## src/rtl/sprite_frame_scheduler.sv

```systemverilog
// sprite_frame_scheduler: per-frame erase/move/draw sequencer sharing one VGA pixel port among 4x4 sprites.
// Optional SPRITE_CLIP_EN suppresses plots that fall outside the 160x120 screen.
module sprite_frame_scheduler #(
  parameter int NUM_SPRITES = 2,
  parameter int TICK_DIV    = 833333
) (
  input  logic                     clk,
  input  logic                     resetn,
  input  logic                     enable,
  input  logic [8*NUM_SPRITES-1:0] sprite_x,
  input  logic [7*NUM_SPRITES-1:0] sprite_y,
  input  logic [3*NUM_SPRITES-1:0] sprite_colour,
  output logic [NUM_SPRITES-1:0]   move_req,
  output logic [7:0]               vga_x,
  output logic [6:0]               vga_y,
  output logic [2:0]               vga_colour,
  output logic                     plot,
  output logic                     busy,
  output logic                     frame_overrun
);
  localparam int CW = (TICK_DIV > 1) ? $clog2(TICK_DIV) : 1;
  typedef enum logic [2:0] {IDLE, ERASE, MOVE, SETTLE, DRAW, NEXT} state_t;
  state_t r_state, w_next;
  logic [CW-1:0] r_cnt;
  logic [3:0] r_i, w_i_nxt, r_p, w_p_nxt;
  logic [2:0] w_k;
  logic [7:0] r_valid;
  logic [7:0] r_old_x [8];
  logic [6:0] r_old_y [8];
  logic [2:0] r_col, w_c;
  logic [7:0] w_bx, w_x;
  logic [6:0] w_by, w_y;
  logic w_tick, w_start, w_pix, w_plot;
  logic [NUM_SPRITES-1:0] r_move;
  logic [7:0] r_vga_x;
  logic [6:0] r_vga_y;
  logic [2:0] r_vga_col;
  logic r_plot, r_busy, r_ovr;

  assign w_tick  = r_cnt == CW'(TICK_DIV - 1);
  assign w_start = w_tick && enable && !r_busy;
  assign w_k     = (w_i_nxt < 4'(NUM_SPRITES)) ? w_i_nxt[2:0] : 3'd0;
  assign w_p_nxt = (r_state == ERASE || r_state == DRAW) ? r_p + 4'd1 : 4'd0;
  assign w_pix   = w_next == ERASE || w_next == DRAW;
  // DRAW entered from SETTLE uses the live inputs, which are latched on that same edge
  assign w_bx    = (r_state == SETTLE) ? sprite_x[8*w_k +: 8] : r_old_x[w_k];
  assign w_by    = (r_state == SETTLE) ? sprite_y[7*w_k +: 7] : r_old_y[w_k];
  assign w_c     = (w_next != DRAW) ? 3'd0 : (r_state == SETTLE) ? sprite_colour[3*w_k +: 3] : r_col;
  assign w_x     = w_bx + {6'd0, w_p_nxt[1:0]};
  assign w_y     = w_by + {5'd0, w_p_nxt[3:2]};
`ifdef SPRITE_CLIP_EN
  assign w_plot  = w_pix && w_x <= 8'd159 && w_y <= 7'd119;
`else
  assign w_plot  = w_pix;
`endif

  assign move_req      = r_move;
  assign vga_x         = r_vga_x;
  assign vga_y         = r_vga_y;
  assign vga_colour    = r_vga_col;
  assign plot          = r_plot;
  assign busy          = r_busy;
  assign frame_overrun = r_ovr;

  // next state and sprite index; a new sprite erases only if it was drawn before
  always_comb begin
    w_next  = r_state;
    w_i_nxt = r_i;
    case (r_state)
      IDLE:   if (w_start) begin
                w_i_nxt = 4'd0;
                w_next  = r_valid[0] ? ERASE : MOVE;
              end
      ERASE:  w_next = (r_p == 4'd15) ? MOVE : ERASE;
      MOVE:   w_next = SETTLE;
      SETTLE: w_next = DRAW;
      DRAW:   w_next = (r_p == 4'd15) ? NEXT : DRAW;
      NEXT:   begin
                w_i_nxt = r_i + 4'd1;
                w_next  = (w_i_nxt == 4'(NUM_SPRITES)) ? IDLE : r_valid[w_i_nxt[2:0]] ? ERASE : MOVE;
              end
      default: w_next = IDLE;
    endcase
  end

  // free-running frame tick divider
  always_ff @(posedge clk or negedge resetn)
    if (!resetn) r_cnt <= '0;
    else r_cnt <= w_tick ? '0 : r_cnt + CW'(1);

  // sequencer state, pixel counter, valid flags and sticky overrun
  always_ff @(posedge clk or negedge resetn)
    if (!resetn) begin
      r_state <= IDLE;
      r_i     <= 4'd0;
      r_p     <= 4'd0;
      r_valid <= 8'd0;
      r_ovr   <= 1'b0;
    end else begin
      r_state <= w_next;
      r_i     <= w_i_nxt;
      r_p     <= w_p_nxt;
      r_ovr   <= r_ovr | (w_tick && r_busy);
      if (r_state == SETTLE) r_valid[w_k] <= 1'b1;
    end

  // position and colour snapshot taken at the end of SETTLE
  always_ff @(posedge clk)
    if (r_state == SETTLE) begin
      r_old_x[w_k] <= sprite_x[8*w_k +: 8];
      r_old_y[w_k] <= sprite_y[7*w_k +: 7];
      r_col        <= sprite_colour[3*w_k +: 3];
    end

  // registered outputs computed from the state being entered
  always_ff @(posedge clk or negedge resetn)
    if (!resetn) begin
      r_move    <= '0;
      r_vga_x   <= 8'd0;
      r_vga_y   <= 7'd0;
      r_vga_col <= 3'd0;
      r_plot    <= 1'b0;
      r_busy    <= 1'b0;
    end else begin
      r_move    <= (w_next == MOVE) ? NUM_SPRITES'(1) << w_k : '0;
      r_vga_x   <= w_x;
      r_vga_y   <= w_y;
      r_vga_col <= w_c;
      r_plot    <= w_plot;
      r_busy    <= w_next != IDLE;
    end
endmodule

```

## config.mk

```make
export PLATFORM = sky130hd
export DESIGN_NAME = sprite_frame_scheduler
export DESIGN_NICKNAME = d
export VERILOG_FILES = /design/src/rtl/sprite_frame_scheduler.sv
export SDC_FILE = /design/constraint.sdc
export NUM_CORES = 1
export LEC_CHECK = 0
export ABC_AREA = 1
export BUFFER_PORTS_ARGS = -buffer_cell sky130_fd_sc_hd__buf_2
export CAP_MARGIN = 5
export CORE_ASPECT_RATIO = 0.9
export CORE_UTILIZATION = 55
export DETAILED_ROUTE_END_ITERATION = 16
export HOLD_SLACK_MARGIN = 0.12
export PLACE_DENSITY_LB_ADDON = 0.15
export SYNTH_ARGS = -nofsm -noshare
export SYNTH_HDL_FRONTEND = slang
export SYNTH_SLANG_ARGS = --single-unit
```

## constraint.sdc

```tcl
create_clock -name clk -period 3.65 [get_ports clk]
set_input_delay 0.5475 -clock clk [delete_from_list [all_inputs] [get_ports clk]]
set_output_delay 0.5475 -clock clk [all_outputs]
set_load 0.1 [all_outputs]
```

Word level (Yosys, flattened, before mapping)
Memories as Yosys holds them, arrays and structs flattened.
Cells that the tools add are included.
{"block": "op_classes", "reduce_logical": 9, "n_eq_ne": 12, "mux": 23, "shifts": 4, "div": 0, "mul": 2, "bitwise": 2, "add_sub_neg": 5, "order_cmp": 4}
{"operator": "adder 20 x 1 -> 20 bit, second input constant", "count": 1}
{"operator": "equality test 20 bit, second input constant", "count": 1}
{"operator": "2-to-1 mux 20 bit", "count": 1}
{"operator": "one-hot mux 3 bit (6 select lines)", "count": 1}
{"operator": "variable part select 16 x 7 -> 8 bit", "count": 1}
{"operator": "variable part select 14 x 7 -> 7 bit", "count": 1}
{"operator": "2-to-1 mux 3 bit", "count": 4}
{"operator": "2-to-1 mux 2 bit", "count": 5}
{"operator": "equality test 3 x 2 -> 1 bit, second input constant", "count": 3}
{"operator": "equality test 3 bit, second input constant", "count": 3}
{"operator": "adder 4 x 1 -> 4 bit, second input constant", "count": 2}
{"operator": "adder 8 x 2 -> 8 bit", "count": 1}
{"operator": "less-than comparator 3 x 4 -> 1 bit, second input constant", "count": 2}
{"operator": "2-to-1 mux 4 bit", "count": 2}
{"operator": "2-to-1 mux 8 bit", "count": 1}
{"operator": "OR 8 bit", "count": 1}
{"operator": "one-hot mux 4 bit (2 select lines)", "count": 1}
{"operator": "adder 7 x 2 -> 7 bit", "count": 1}
{"operator": "2-to-1 mux 7 bit", "count": 1}
{"operator": "equality test 3 x 1 -> 1 bit, second input constant", "count": 2}
{"operator": "multiplier 3 x 3 -> 6 bit, first input constant", "count": 1}
{"operator": "variable part select 6 x 6 -> 3 bit", "count": 1}
{"operator": "multiplier 2 x 3 -> 5 bit, first input constant", "count": 1}
{"operator": "2-to-1 mux 1 bit", "count": 5}
{"operator": "other kinds (14)", "count": 18}
{"block": "totals", "latch_bits": 0, "regBits": 65, "output_inout_bits": 23, "ramBits": 120, "elab_cells": 76, "romBits": 0, "mem_count": 2}
{"name": "r_old_x", "depth": 8, "word_bits": 8, "read_ports": 1, "rd_ports_with_merged_regs": 0, "write_ports": 1, "line": "28", "source": "logic [7:0] r_old_x [8];"}
{"name": "r_old_y", "depth": 8, "word_bits": 7, "read_ports": 1, "rd_ports_with_merged_regs": 0, "write_ports": 1, "line": "29", "source": "logic [6:0] r_old_y [8];"}

Longest topological paths before layout
Gate-level depths: netlist of run 1.
{"block": "depth", "depth_word": 12, "mapped_depth": 24, "mapped_depth_nobuf": 23}

Worst setup path after synthesis of run 1
Ideal clock, no wire load.
{"block": "synth_timing", "path_kind": "reg2reg", "startpoint": "register r_busy (netlist: busy)", "endpoint": "register r_vga_y[6] (netlist: vga_y[6])", "path_stages_with_launch": 22, "n_path_buf": 2, "required_ns": 3.533, "path_slack_ns": 0.335, "arrival_ns": 3.198, "cell_sequence": "dfrtp_1 inv_1 nand3_1 nor2_1 nand4_4 nand2_1 nand2_1 nand2_2 nor2_4 nand2_4 buf_2 buf_2 nand2_1 nand2_1 nand2_1 o21ai_0 ha_1 fa_1 nand3_1 nor2_2 nand3b_1 nand2_1"}
{"block": "synth_via", "elab_chain_len": 10, "elab_cells_between_ends": 11, "classes_between": "1 x add/sub; 1 x mul; 1 x order compare; 1 x shift; 4 x mux; 2 x reduce/logical; 1 x memory"}
{"item": "start, declared", "line": "38", "source": "logic r_plot, r_busy, r_ovr;"}
{"item": "start signal, assigned", "line": "123", "source": "r_busy <= 1'b0;"}
{"item": "start signal, assigned", "line": "130", "source": "r_busy <= w_next != IDLE;"}
{"item": "logical NOT 1 bit *", "line": "41", "source": "assign w_start = w_tick && enable && !r_busy;"}
{"item": "logical AND 1 bit *", "line": "41"}
{"item": "2-to-1 mux 4 bit *", "line": "70", "source": "IDLE: if (w_start) begin"}
{"item": "one-hot mux 4 bit (2 select lines) *", "line": "69", "source": "case (r_state)"}
{"item": "less-than comparator 4 x 2 -> 1 bit", "line": "42", "source": "assign w_k = (w_i_nxt < 4'(NUM_SPRITES)) ? w_i_nxt[2:0] : 3'd0;"}
{"item": "2-to-1 mux 3 bit *", "line": "42"}
{"item": "multiplier 3 x 3 -> 6 bit", "line": "47", "source": "assign w_by = (r_state == SETTLE) ? sprite_y[7*w_k +: 7] : r_old_y[w_k];"}
{"item": "variable part select 14 x 7 -> 7 bit", "line": "47"}
{"item": "2-to-1 mux 7 bit *", "line": "47"}
{"item": "adder 7 x 2 -> 7 bit *", "line": "50", "source": "assign w_y = w_by + {5'd0, w_p_nxt[3:2]};"}
{"item": "via w_y[6]", "line": "32", "source": "logic [6:0] w_by, w_y;"}
{"item": "end signal, assigned", "line": "127", "source": "r_vga_y <= w_y;"}
{"item": "end, declared", "line": "36", "source": "logic [6:0] r_vga_y;"}
Mark *: on every way through the listed nets, which the timed path passes. The rest lies on a longest branch.
A chain may end at the register's enable or synchronous reset.

Worst setup path after layout of run 1
{"block": "layout_timing", "startpoint": "register r_cnt[0]", "endpoint": "register r_vga_x[4] (netlist: vga_x[4])"}
{"block": "layout_via", "elab_chain_len": 10, "elab_cells_between_ends": 11, "classes_between": "1 x add/sub; 1 x order compare; 1 x eq/ne; 1 x shift; 4 x mux; 2 x reduce/logical; 1 x memory"}
{"item": "start, declared", "line": "24", "source": "logic [CW-1:0] r_cnt;"}
{"item": "start signal, assigned", "line": "89", "source": "else r_cnt <= w_tick ? '0 : r_cnt + CW'(1);"}
{"item": "equality test 20 bit *", "line": "40", "source": "assign w_tick = r_cnt == CW'(TICK_DIV - 1);"}
{"item": "logical AND 1 bit * (2 in series)", "line": "41"}
{"item": "2-to-1 mux 4 bit *", "line": "70"}
{"item": "one-hot mux 4 bit (2 select lines) *", "line": "69"}
{"item": "via w_i_nxt[2]", "line": "25", "source": "logic [3:0] r_i, w_i_nxt, r_p, w_p_nxt;"}
{"item": "less-than comparator 4 x 2 -> 1 bit", "line": "42"}
{"item": "2-to-1 mux 3 bit *", "line": "42"}
{"item": "variable part select 16 x 7 -> 8 bit or memory (8 x 8 bit) (tied branches)"}
{"item": "2-to-1 mux 8 bit *", "line": "46", "source": "assign w_bx = (r_state == SETTLE) ? sprite_x[8*w_k +: 8] : r_old_x[w_k];"}
{"item": "adder 8 x 2 -> 8 bit *", "line": "49", "source": "assign w_x = w_bx + {6'd0, w_p_nxt[1:0]};"}
{"item": "via w_x[4]", "line": "31", "source": "logic [7:0] w_bx, w_x;"}
{"item": "end signal, assigned", "line": "126", "source": "r_vga_x <= w_x;"}
{"item": "end, declared", "line": "35", "source": "logic [7:0] r_vga_x;"}
Marks and branches as above.

==> metrics.md, run 1 <==
| Metric | Value |
|---|---|
| Outcome | `finished clean` |
| Post-Syn Area | `4780 sq um` |
| Yosys reg bits | `95` |
| IR drop worst, VDD | `217 uV` |
| Worst EP required | `3900 ps` |
| Dpl cell area | `5190 sq um` |
| Cell area after layout | `5400 sq um` |
| HP Class | `in2async` |
| Unrepaired setup endpoints after global routing | `false` |
| Post-CTS Hold Buffers | `0` |
| Drt wl/cell | `13.4 um` |
| IO Port Bufs | `61` |
| Gr ovfl total | `0` |
| Max_slew headroom | `37.9%` |
| Initial Util | `58.2%` |
| Pwr dens | `344 nW/um^2` |
| Largest buffer count on any clock path | `2` |
| Die Ht | `90.5 um` |
| Syn_nets | `599` |
| DRT antenna net count | `0` |
| Antenna cells | `0` |
| Max H-tree Level | `3` |
| Tcrit/Tclk final | `91.8%` |
| First-pass GRT wire length | `16.4 mm` |
| I/O pin total | `62` |
| Biggest area consumer among synthesized cells | `dfrtp_1` |
| Cell internal pwr | `1460 uW` |
| Number of nets in the layout | `662` |
| Clk pin slew, worst setup/hold paths | `90 ps` |
| Post-synth top area share | `32.4%` |
| Post-DP HPWL | `7.25 mm` |
| Count of different cell masters after synthesis | `40` |
| Num CTS Buffers | `9` |
| Slew @ Worst Pin | `931 ps` |
| Antenna violations before repair | `0` |
| Asr flop ratio synth | `65.3%` |
| Max layer used | `met4` |
| Commonest register cell after synthesis | `dfrtp_1` |
| Count leader, synth | `nand2_1` |
| Syn Area/Cell | `8.71 sq um` |
| GPL Wtd Cong | `0.802` |
| Number of global-route vias before repair | `3516` |
| Fin Setup TNS | `0 ps` |
| Starting DRT DRC Count | `137` |
| Via count | `3723` |
| Met1 WL | `4.92 mm` |
| TritonCTS clock tree | `built` |
| Share of cells above drive strength 1 | `20.7%` |
| CTS root buffer | `clkbuf_8` |
| Post-route minimum period | `3350 ps` |
| Largest net degree at the start of global routing | `44` |
| Switching part of the total | `21.1%` |
| Clk pwr share | `37.9%` |
| Fmax | `299 MHz` |
| Flop pwr share | `59.2%` |
| Final Skew | `12.4 ps` |
| Final Hold Vio Count | `0` |
| Register area share after synthesis | `52.5%` |
| Synthesized instance count | `549` |
| Data arrival, critical path | `3600 ps` |
| Crit-path max FO | `18` |
| Max Cap Violations | `0` |
| Setup crit end kind | `flop` |
| P_sw | `393 uW` |
| Met2 WL | `4.45 mm` |
| Number of synthesized flops with an enable pin | `30` |
| Commonest cells in the netlist | `134 x nand2_1, 71 x inv_1, 62 x dfrtp_1` |
| Core Box Area | `8220 sq um` |
| Routed vias/inst | `5.09` |
| Clock latency on the worst-skew pair | `360 ps` |
| YS warnings | `0` |
| Setup Crit Path Kind | `reg2reg` |
| Routed wl met3 | `388 um` |
| Total Wirelength | `9.84 mm` |
| Die area | `9070 sq um` |
| Die X | `100 um` |
| Drt pass-1 iters | `4` |
| # setup viols final | `0` |
| GRT Total Usage | `23.1%` |
| # DRC | `0` |
| Synthesis-to-layout area growth | `12.9%` |
| Area contributors post-synth | `dfrtp_1 32%, edfxtp_1 19%, nand2_1 11%` |
| Site Rows | `31` |
| Max-slew violations | `0` |
| Combinational Power Share | `2.9%` |
| Clock Sinks | `95` |
| LEAKAGE | `0.00268 uW` |
| Startpoint types | `flop` |
layout by cell type, fill, tap and decap left out, types with 3 or more instances in the layout:
cell type and n:
nand2_1 134, inv_1 71, dfrtp_1 62, buf_2 61, nor2_1 54, nand3_1 48
edfxtp_1 30, o21ai_0 21, nand2_2 13, nor3_1 12, a21oi_1 12, clkbuf_8 10
nor2_2 9, ha_1 9, xor2_1 8, buf_4 7, nand3_2 6, nand4_1 4
a31oi_1 4, xnor2_1 4, inv_2 3, nor2_4 3, clkinv_2 3, o21ai_2 3
dfxtp_1 3
power groups by stage:
stage,Combinational (uW),Sequential (uW),Clock [uW]
after floorplan,16.1,1120,0
after global placement,54.3,1120,0
after detailed placement,55.8,1120,0
after CTS,56.2,1100,720
after global routing,62.4,1100,761
final,54.4,1100,703
logic make-up after synthesis:
family / after synthesis / synth area share [%]
buf+inv: 91 / 7.77
simple gates: 293 / 28.6
xor+xnor: 12 / 2.20
compound gates: 47 / 5.68
fa+ha+maj: 11 / 3.19
flops: 95 / 52.5
worst max-delay path, stage by stage, from the launching register on:
cell and delay, ps:
dfrtp_1 420, inv_1 70, ha_1 130, inv_1 30, nor2_1 260, nand4_4 180, nand3_1 130, nand2_2 100
nor2_8 220, nand2_4 190, clkinv_2 230, nand2_1 70, nand2_1 110, nand2_1 60, o21ai_0 80, ha_1 220
fa_1 240, inv_1 60, nor2_2 190, nand2_1 90, xor2_1 150
per-layer routing:
| layer | track usage [%] | up-vias |
|---|---|---|
| met5 | 0 | - |
| li1 | - | 1881 |
| met3 | 4.88 | 7 |
| met1 | 33.1 | 1758 |
| met4 | 6.16 | 0 |
| met2 | 35.8 | 77 |
flip-flops by register name, summed over array words and instances (netlist names):
register and count:
vga_colour 3, vga_x 8, busy 1, r_state 3
move_req 2, r_p 4, r_old_y 14, r_col 3
vga_y 7, r_i 4, r_valid 8, frame_overrun 1
r_old_x 16, plot 1, r_cnt 20
stage by stage:
stage          power [uW]  util (%)  setup slack (ps)  cells  hold WS [ps]
2_1_floorplan        1140         -               335    549           252
3_3_place_gp         1180      63.2               392    716           360
3_5_place_dp         1180      63.2               264    716           363
4_1_cts              1880      65.6               228    732           357
5_1_grt              1920      65.7              2.34    732           397
6_report             1860      65.7               301    732           316
final cells by class:
cell class	count	area [sq um]
clock buffers	11	145
clock inverters	5	57.6
fillers	708	2820
inverters	75	283
multi-input cells	363	1900
flip-flops and latches	95	2510
well taps	115	144
repair buffers	68	358
timing repair:
| item | 4_1_cts | 5_1_grt |
|---|---|---|
| buffers inserted | 0 | 0 |
| setup endpoints to repair | 0 | 8 |
| resized for setup | 0 | 2 |
path summary, 6_finish.rpt:
check	startpoint	to	slack (ps)	cells after the start
worst max register to register	r_cnt[0]	vga_x[4]	300	20
worst min register to register	r_valid[2]	r_valid[2]	390	0
max in group asynchronous	resetn	r_p[1]	2500	2
worst min-delay path	resetn	r_cnt[13]	320	1
worst max-delay path	r_cnt[0]	vga_x[4]	300	20
min in group clk	r_valid[2]	r_valid[2]	390	0
No activity file was read; power rests on OpenSTA's default activity.
==> run 2, diff against run 1 <==
clock period = 3.5 ns   (was 3.65 ns; I/O delays follow)
==> run 2 against run 1 <==
Against the previous run: power increased by 0.90%; sequential share of layout area rose by 0.076 points; core utilization down 0.11 points; highest routed layer unchanged; fmax grew 5.0%; critical path type unchanged; largest power group unchanged; combinational power is 4.6% higher.
==> metrics.md, run 2 (synthesis results as in run 1) <==
| Metric | Value |
|---|---|
| GPL Wtd Cong | `0.860 (+7.2%)` |
| TritonCTS clock tree | `built` |
| Largest regs | `r_cnt (20), r_old_x (16), r_old_y (14)` |
| Synthesis-to-layout area growth | `12.7%` |
| Share of cells above drive strength 1 | `20.8% (+0.095 points)` |
| Site Rows | `31 (unchanged)` |
| Routed vias/inst | `5.06 (-0.46%)` |
| Max incr delay on CP | `420 ps (about the same)` |
| Commonest cells after routing, fill and taps aside | `134 x nand2_1, 71 x inv_1, 62 x dfrtp_1, 61 x buf_2, 55 x nor2_1` |
| Worst path cell trace | `inv_1, ha_1, inv_1, nor2_1, nand4_4, nand2_1, nand2_1, nand2_2, nor2_4, nand2_4, buf_4, nor2_1, o21ai_0, ha_1, a21oi_1, nor2_2, nand3_1, nand2_1` |
| Bufs and invs on worst path | `3 (-1)` |
| Reg2reg setup slack | `310 ps (about the same)` |
| Setup crit end kind | `flop` |
| Tcrit/Tclk final | `91.1% (-0.63 points)` |
| Setup Crit Path Kind | `reg2reg` |
| Max Cap Violations | `0 (unchanged)` |
| Final Core Density | `65.6% (-0.11 points)` |
| GR peak layer | `met2` |
| GRT Total Usage | `23.0% (-0.13 points)` |
| Slew @ Worst Pin | `774 ps (-157 ps)` |
| Die area | `9070 sq um (unchanged)` |
| Pwr dens | `347 nW/um^2 (+1.1%)` |
| Via count | `3716 (-0.19%)` |
| Max_slew headroom | `48.4% (+10 points)` |
| Core Box Area | `8220 sq um (unchanged)` |
| Pre-CTS setup slack | `300 ps (+35.9 ps)` |
| Final Hold Vio Count | `0 (unchanged)` |
| Starting DRT DRC Count | `191 (+39%)` |
| Startpoint types | `flop` |
| Crit-path max FO | `24 (+6)` |
| Post-DP HPWL | `7.22 mm (-0.45%)` |
| Fin Setup TNS | `0 ps (unchanged)` |
| Final Skew | `8.63 ps (-3.77 ps)` |
| I/O pin total | `62 (unchanged)` |
| Antenna violations before repair | `0 (unchanged)` |
| Die Ht | `90.5 um (unchanged)` |
| Layout fillers | `708 (unchanged)` |
| Global-route met2 utilization | `35.2% (-0.57 points)` |
| Unrepaired setup endpoints after global routing | `false` |
| Met3 Usage GRT | `5.34% (+0.46 points)` |
| Clock latency on the worst-skew pair | `370 ps (about the same)` |
| Worst Setup Slack, final | `310 ps (+9.57 ps)` |
| Number of nets in the layout | `664 (+0.30%)` |
| HP Class | `in2async` |
| Dpl cells | `718 (+0.28%)` |
| Gr ovfl total | `0 (unchanged)` |
| LEAKAGE | `0.00268 uW (-0.17%)` |
| Max-slew violations | `0 (unchanged)` |
| Worst EP required | `3760 ps (-140 ps)` |
| Drt wl/cell | `13.1 um (-2.8%)` |
| # setup viols final | `0 (unchanged)` |
| IO Port Bufs | `61 (unchanged)` |
| Largest net degree at the start of global routing | `36 (-18%)` |
| Reg2reg start | `r_cnt[0]` |
| Data arrival, critical path | `3450 ps (-150 ps)` |
| CTS root buffer | `clkbuf_8` |
| Post-route minimum period | `3190 ps (-160 ps)` |
| Max FFs per register | `20 (unchanged)` |
| Num CTS Buffers | `9 (unchanged)` |
| Top reg by flops | `r_cnt` |
| DRT antenna net count | `0 (unchanged)` |
| Commonest non-fill, non-tap cell in the layout | `nand2_1` |
| # DRC | `0 (unchanged)` |
| Clk pin slew, worst setup/hold paths | `90 ps (about the same)` |
| Fmax | `313 MHz (+5.0%)` |
| Initial Util | `58.2% (unchanged)` |
| CP Launch Point | `r_cnt[0]` |
| Non-Filler Instances | `734 (+0.27%)` |
| Cell area after layout | `5390 sq um (-0.16%)` |
| Number of global-route vias before repair | `3478 (-1.1%)` |
| Most common cell on crit path | `nand2_1` |
| Drt pass-1 iters | `5 (+1)` |
| IR drop worst, VDD | `285 uV (+32%)` |
| M1 GR Usage | `33.5% (+0.36 points)` |
| Clock Sinks | `95 (unchanged)` |
| Antenna cells | `0 (unchanged)` |
| First-pass GRT wire length | `16.3 mm (-0.71%)` |
| Slowest CP cell | `dfrtp_1` |
| Outcome | `finished clean` |
| Family with the most delay on the worst path | `simple AND/OR/NAND/NOR gates` |
| Dpl cell area | `5210 sq um (+0.29%)` |
| Total Wirelength | `9.60 mm (-2.5%)` |
| Largest buffer count on any clock path | `2 (unchanged)` |
| Die X | `100 um (unchanged)` |
| # Post-CTS Setup Buffers | `0 (unchanged)` |
| Max H-tree Level | `3 (unchanged)` |
## run 2: power breakdown
part           leakage, uW  switching (uW)  total, uW  internal [uW]
Combinational      0.00151            34.0       56.9           22.9
Clock            0.0000916             404        670            266
Sequential         0.00108           0.504       1150           1150
## run 2: final timing paths
| kind | endpoint | depth (start not counted) |
|---|---|---|
| max | vga_y[5] | 18 |
| min | r_cnt[9] | 1 |
| max reg2reg | vga_y[5] | 18 |
| min reg2reg | r_valid[6] | 0 |
| max in group asynchronous | vga_colour[0] | 2 |
| min in group clk | r_col[0] | 3 |
## run 2: stage by stage
stage | total power (uW) | hold WS [ps]
final | 1870 | 223
after floorplan | 1190 | 229
after CTS | 1890 | 250
after global routing | 1940 | 288
after detailed placement | 1230 | 360
after global placement | 1230 | 363
## run 2: routing by layer
| metal | wire length, um | part of all wire [%] |
|---|---|---|
| met1 | 4580 | 48 |
| met2 | 4460 | 46 |
| met3 | 493 | 5.1 |
| met4 | 69 | 0.72 |
| met5 | 0 | 0 |
## run 2: layout make-up
type                    instances  area [sq um]  area share, %
flip-flops and latches         95          2510           46.6
multi-input cells             363          1900           35.2
repair buffers                 70           373           6.91
inverters                      75           284           5.27
well taps                     115           144           2.67
clock buffers                   9           124           2.30
clock inverters                 7          56.3           1.04
## run 2: what timing repair did
| item | 4_1_cts | 5_1_grt |
|---|---|---|
| endpoints found under the setup margin | 0 | 6 |
| hold buffers | 0 | 0 |
| resized for setup | 0 | 3 |
## run 2: worst reg2reg max path, cell delays in order, from the launching register on
cell and delay (ps):
dfrtp_1 420, inv_1 70, ha_1 130, inv_1 30, nor2_1 270, nand4_4 190, nand2_1 100, nand2_1 60
nand2_2 90, nor2_4 40, nand2_4 190, buf_4 340, nor2_1 70, o21ai_0 380, ha_1 320, a21oi_1 180
nor2_2 80, nand3_1 80, nand2_1 60
==> run 3, diff against run 2 <==
CORE_UTILIZATION = 49   (was 55)
clock period = 2.59 ns   (was 3.5 ns; I/O delays follow)
==> run 3 against run 2 <==
Against the previous run: the run now ends with negative setup slack left; critical path depth grew 2; power grew 42%; die area up 12%; first-iteration DRC count fell by 2.6%; final cell count rose by 8.9%; non-clock buffer count increased by 58; core utilization shrank 0.33 points; via count grew 5.5%; sequential share of layout area fell by 5.1 points; routed wire length rose by 11%; global-route usage shrank 0.65 points; setup slack worse by 430 ps.
==> metrics.md, run 3 (synthesis results as in run 1) <==
| Metric | Value |
|---|---|
| Largest regs | `r_cnt (20), r_old_x (16), r_old_y (14)` |
| Startpoint types | `flop` |
| Slowest CP cell | `fa_2` |
| Worst Setup Slack, final | `-123 ps (-433 ps)` |
| Max Cap Violations | `0 (unchanged)` |
| Share of cells above drive strength 1 | `32.6% (+12 points)` |
| Commonest cells after routing, fill and taps aside | `126 x nand2_1, 66 x inv_1, 63 x buf_4, 61 x dfrtp_1, 61 x buf_2` |
| Fin Setup TNS | `-635 ps (-635 ps)` |
| Tcrit/Tclk final | `105% (+14 points)` |
| First-pass GRT wire length | `17.4 mm (+7.1%)` |
| # DRC | `0 (unchanged)` |
| Max FFs per register | `20 (unchanged)` |
| Antenna cells | `0 (unchanged)` |
| Slew @ Worst Pin | `621 ps (-153 ps)` |
| Outcome | `finished, violations left` |
| Top reg by flops | `r_cnt` |
| Flop pwr share | `58.2% (-3.0 points)` |
| Reg2reg setup slack | `-120 ps (-430 ps)` |
| Family with the most delay on the worst path | `simple AND/OR/NAND/NOR gates` |
| CTS root buffer | `clkbuf_8` |
| Bufs and invs on worst path | `5 (+2)` |
| Number of nets in the layout | `722 (+8.7%)` |
| Setup crit end kind | `flop` |
| Total Wirelength | `10.7 mm (+11%)` |
| Sequential cell area | `2520 sq um (+0.15%)` |
| Synthesis-to-layout area growth | `26.7%` |
| Pre-CTS setup slack | `-227 ps (-527 ps)` |
| CP Launch Point | `r_cnt[1]` |
| IO Port Bufs | `61 (unchanged)` |
| Crit path to | `vga_x[4]` |
| Commonest non-fill, non-tap cell in the layout | `nand2_1` |
| IR drop worst, VDD | `284 uV (-0.48%)` |
| Crit-path max FO | `10 (-58%)` |
| Failing checks | `negative setup slack` |
| Reg-to-reg endpoint | `vga_x[4]` |
| GPL Wtd Cong | `0.889 (+3.4%)` |
| Combinational Power Share | `3.1% (about the same)` |
| HP Class | `in2reg` |
| Gr ovfl total | `0 (unchanged)` |
| Max-slew violations | `0 (unchanged)` |
| Data arrival, critical path | `2990 ps (-460 ps)` |
| Die X | `106 um (+5.8%)` |
| Num CTS Buffers | `9 (unchanged)` |
| Reg2reg start | `r_cnt[1]` |
| GRT Total Usage | `22.4% (-0.65 points)` |
| Clock Sinks | `95 (unchanged)` |
| Largest net degree at the start of global routing | `38 (+5.6%)` |
| Clock latency on the worst-skew pair | `360 ps (about the same)` |
| Core Box Area | `9290 sq um (+13%)` |
| Worst path depth | `20 (+2)` |
| Pwr dens | `439 nW/um^2 (+26%)` |
| Largest buffer count on any clock path | `2 (unchanged)` |
| Antenna violations before repair | `0 (unchanged)` |
| Drt pass-1 iters | `5 (unchanged)` |
| Routed vias/inst | `4.91 (-3.1%)` |
| I/O pin total | `62 (unchanged)` |
| Die Ht | `95.7 um (+5.8%)` |
| Initial Util | `51.5% (-6.7 points)` |
| Final Skew | `11.3 ps (+2.64 ps)` |
| # setup viols final | `8 (+8)` |
| Clk pin slew, worst setup/hold paths | `90 ps (about the same)` |
| Via count | `3921 (+5.5%)` |
| Number of global-route vias before repair | `3649 (+4.9%)` |
| Post-DP HPWL | `8.02 mm (+11%)` |
| Max_slew headroom | `58.6% (+10 points)` |
| P_sw | `600 uW (+37%)` |
| Clk pwr share | `38.7% (+2.9 points)` |
| Final Hold Vio Count | `0 (unchanged)` |
| Max incr delay on CP | `410 ps (about the same)` |
| Post-route minimum period | `2710 ps (-477 ps)` |
| Setup Crit Path Kind | `reg2reg` |
| Worst EP required | `2870 ps (-890 ps)` |
| Unrepaired setup endpoints after global routing | `true` |
| Layout fillers | `781 (+10%)` |
| Cell internal pwr | `2060 uW (+44%)` |
| Starting DRT DRC Count | `186 (-2.6%)` |
| Fmax | `369 MHz (+18%)` |
| LEAKAGE | `0.00300 uW (+12%)` |
| Switching part of the total | `22.5% (-0.90 points)` |
| R2R depth | `20 (+2)` |
| Max H-tree Level | `3 (unchanged)` |
| Worst path cell trace | `inv_1, ha_1, inv_2, nor2_4, nand4_4, nand3_2, nand2_4, nor2_8, nand2_4, buf_12, nand2_1, nand2_2, nand2_2, o21ai_2, buf_4, fa_2, inv_2, nor2_4, nand2_1, xor2_1` |
| DRT antenna net count | `0 (unchanged)` |
| TritonCTS clock tree | `built` |
| Drt wl/cell | `13.4 um (+2.4%)` |
| Die area | `10200 sq um (+12%)` |
| Multi-input gate area | `2040 sq um (+7.6%)` |
| Site Rows | `33 (+6.5%)` |
==> run 3: how the worst min path moves through the flow <==
stage,end,startpoint,depth (start not counted)
2_1_floorplan,frame_overrun,resetn,0
3_3_place_gp,r_valid[5],r_valid[5],0
3_5_place_dp,r_valid[6],r_valid[6],0
4_1_cts,r_col[1],sprite_colour[1],3
5_1_grt,r_col[1],sprite_colour[1],3
6_report,r_col[2],sprite_colour[2],3
==> run 3: stage by stage <==
stage | utilization, % | total power, uW | cell area (sq um) | cells | hold slack (ps)
6_report | 65.3 | 2660 | 6060 | 799 | 251
5_1_grt | 65.3 | 2750 | 6060 | 799 | 244
4_1_cts | 64.8 | 2680 | 6020 | 798 | 242
3_5_place_dp | 60.9 | 1660 | 5660 | 772 | 365
3_3_place_gp | 60.9 | 1660 | 5660 | 772 | 366
2_1_floorplan | - | 1600 | 4840 | 549 | 92.9
==> run 3: cell type report <==
class / count / area share (%)
Inverter: 75 / 4.69
Timing Repair Buffer: 128 / 14.0
Clock inverter: 5 / 0.722
Multi-Input combinational cell: 363 / 33.7
Tap cell: 122 / 2.52
Clock buffer: 11 / 2.87
Sequential cell: 95 / 41.5
==> run 3: timing repair <==
action	CTS	global route
gates resized for setup	18	12
hold buffers	1	0
pin swaps	9	9
setup buffers	9	1
endpoints found under the hold margin	25	0
setup endpoints to repair	12	13
==> run 3: worst register-to-register path, cell delays in order, from the launching register on <==
cell and delay, ps:
dfrtp_1 390, inv_1 60, ha_1 150, inv_2 50, nor2_4 130, nand4_4 160
nand3_2 120, nand2_4 80, nor2_8 130, nand2_4 80, buf_12 150, nand2_1 70
nand2_2 60, nand2_2 60, o21ai_2 70, buf_4 140, fa_2 410, inv_2 90
nor2_4 50, nand2_1 60, xor2_1 150
==> run 3: power groups by stage <==
stage | clock [uW] | sequential (uW) | combinational, uW
floorplan | 0 | 1580 | 22.6
global placement | 0 | 1580 | 79.4
detailed placement | 0 | 1580 | 81.7
CTS | 1050 | 1550 | 83.9
global route | 1100 | 1550 | 94.1
finish | 1030 | 1550 | 82.4
==> run 3: routing by layer <==
metal / GRT usage, % / vias up / wire, um
met3: 3.99 / 9 / 481
li1: - / 2001 / -
met1: 31.8 / 1822 / 5300
met4: 5.21 / 0 / 99
met5: 0 / - / 0
met2: 35.8 / 89 / 4810
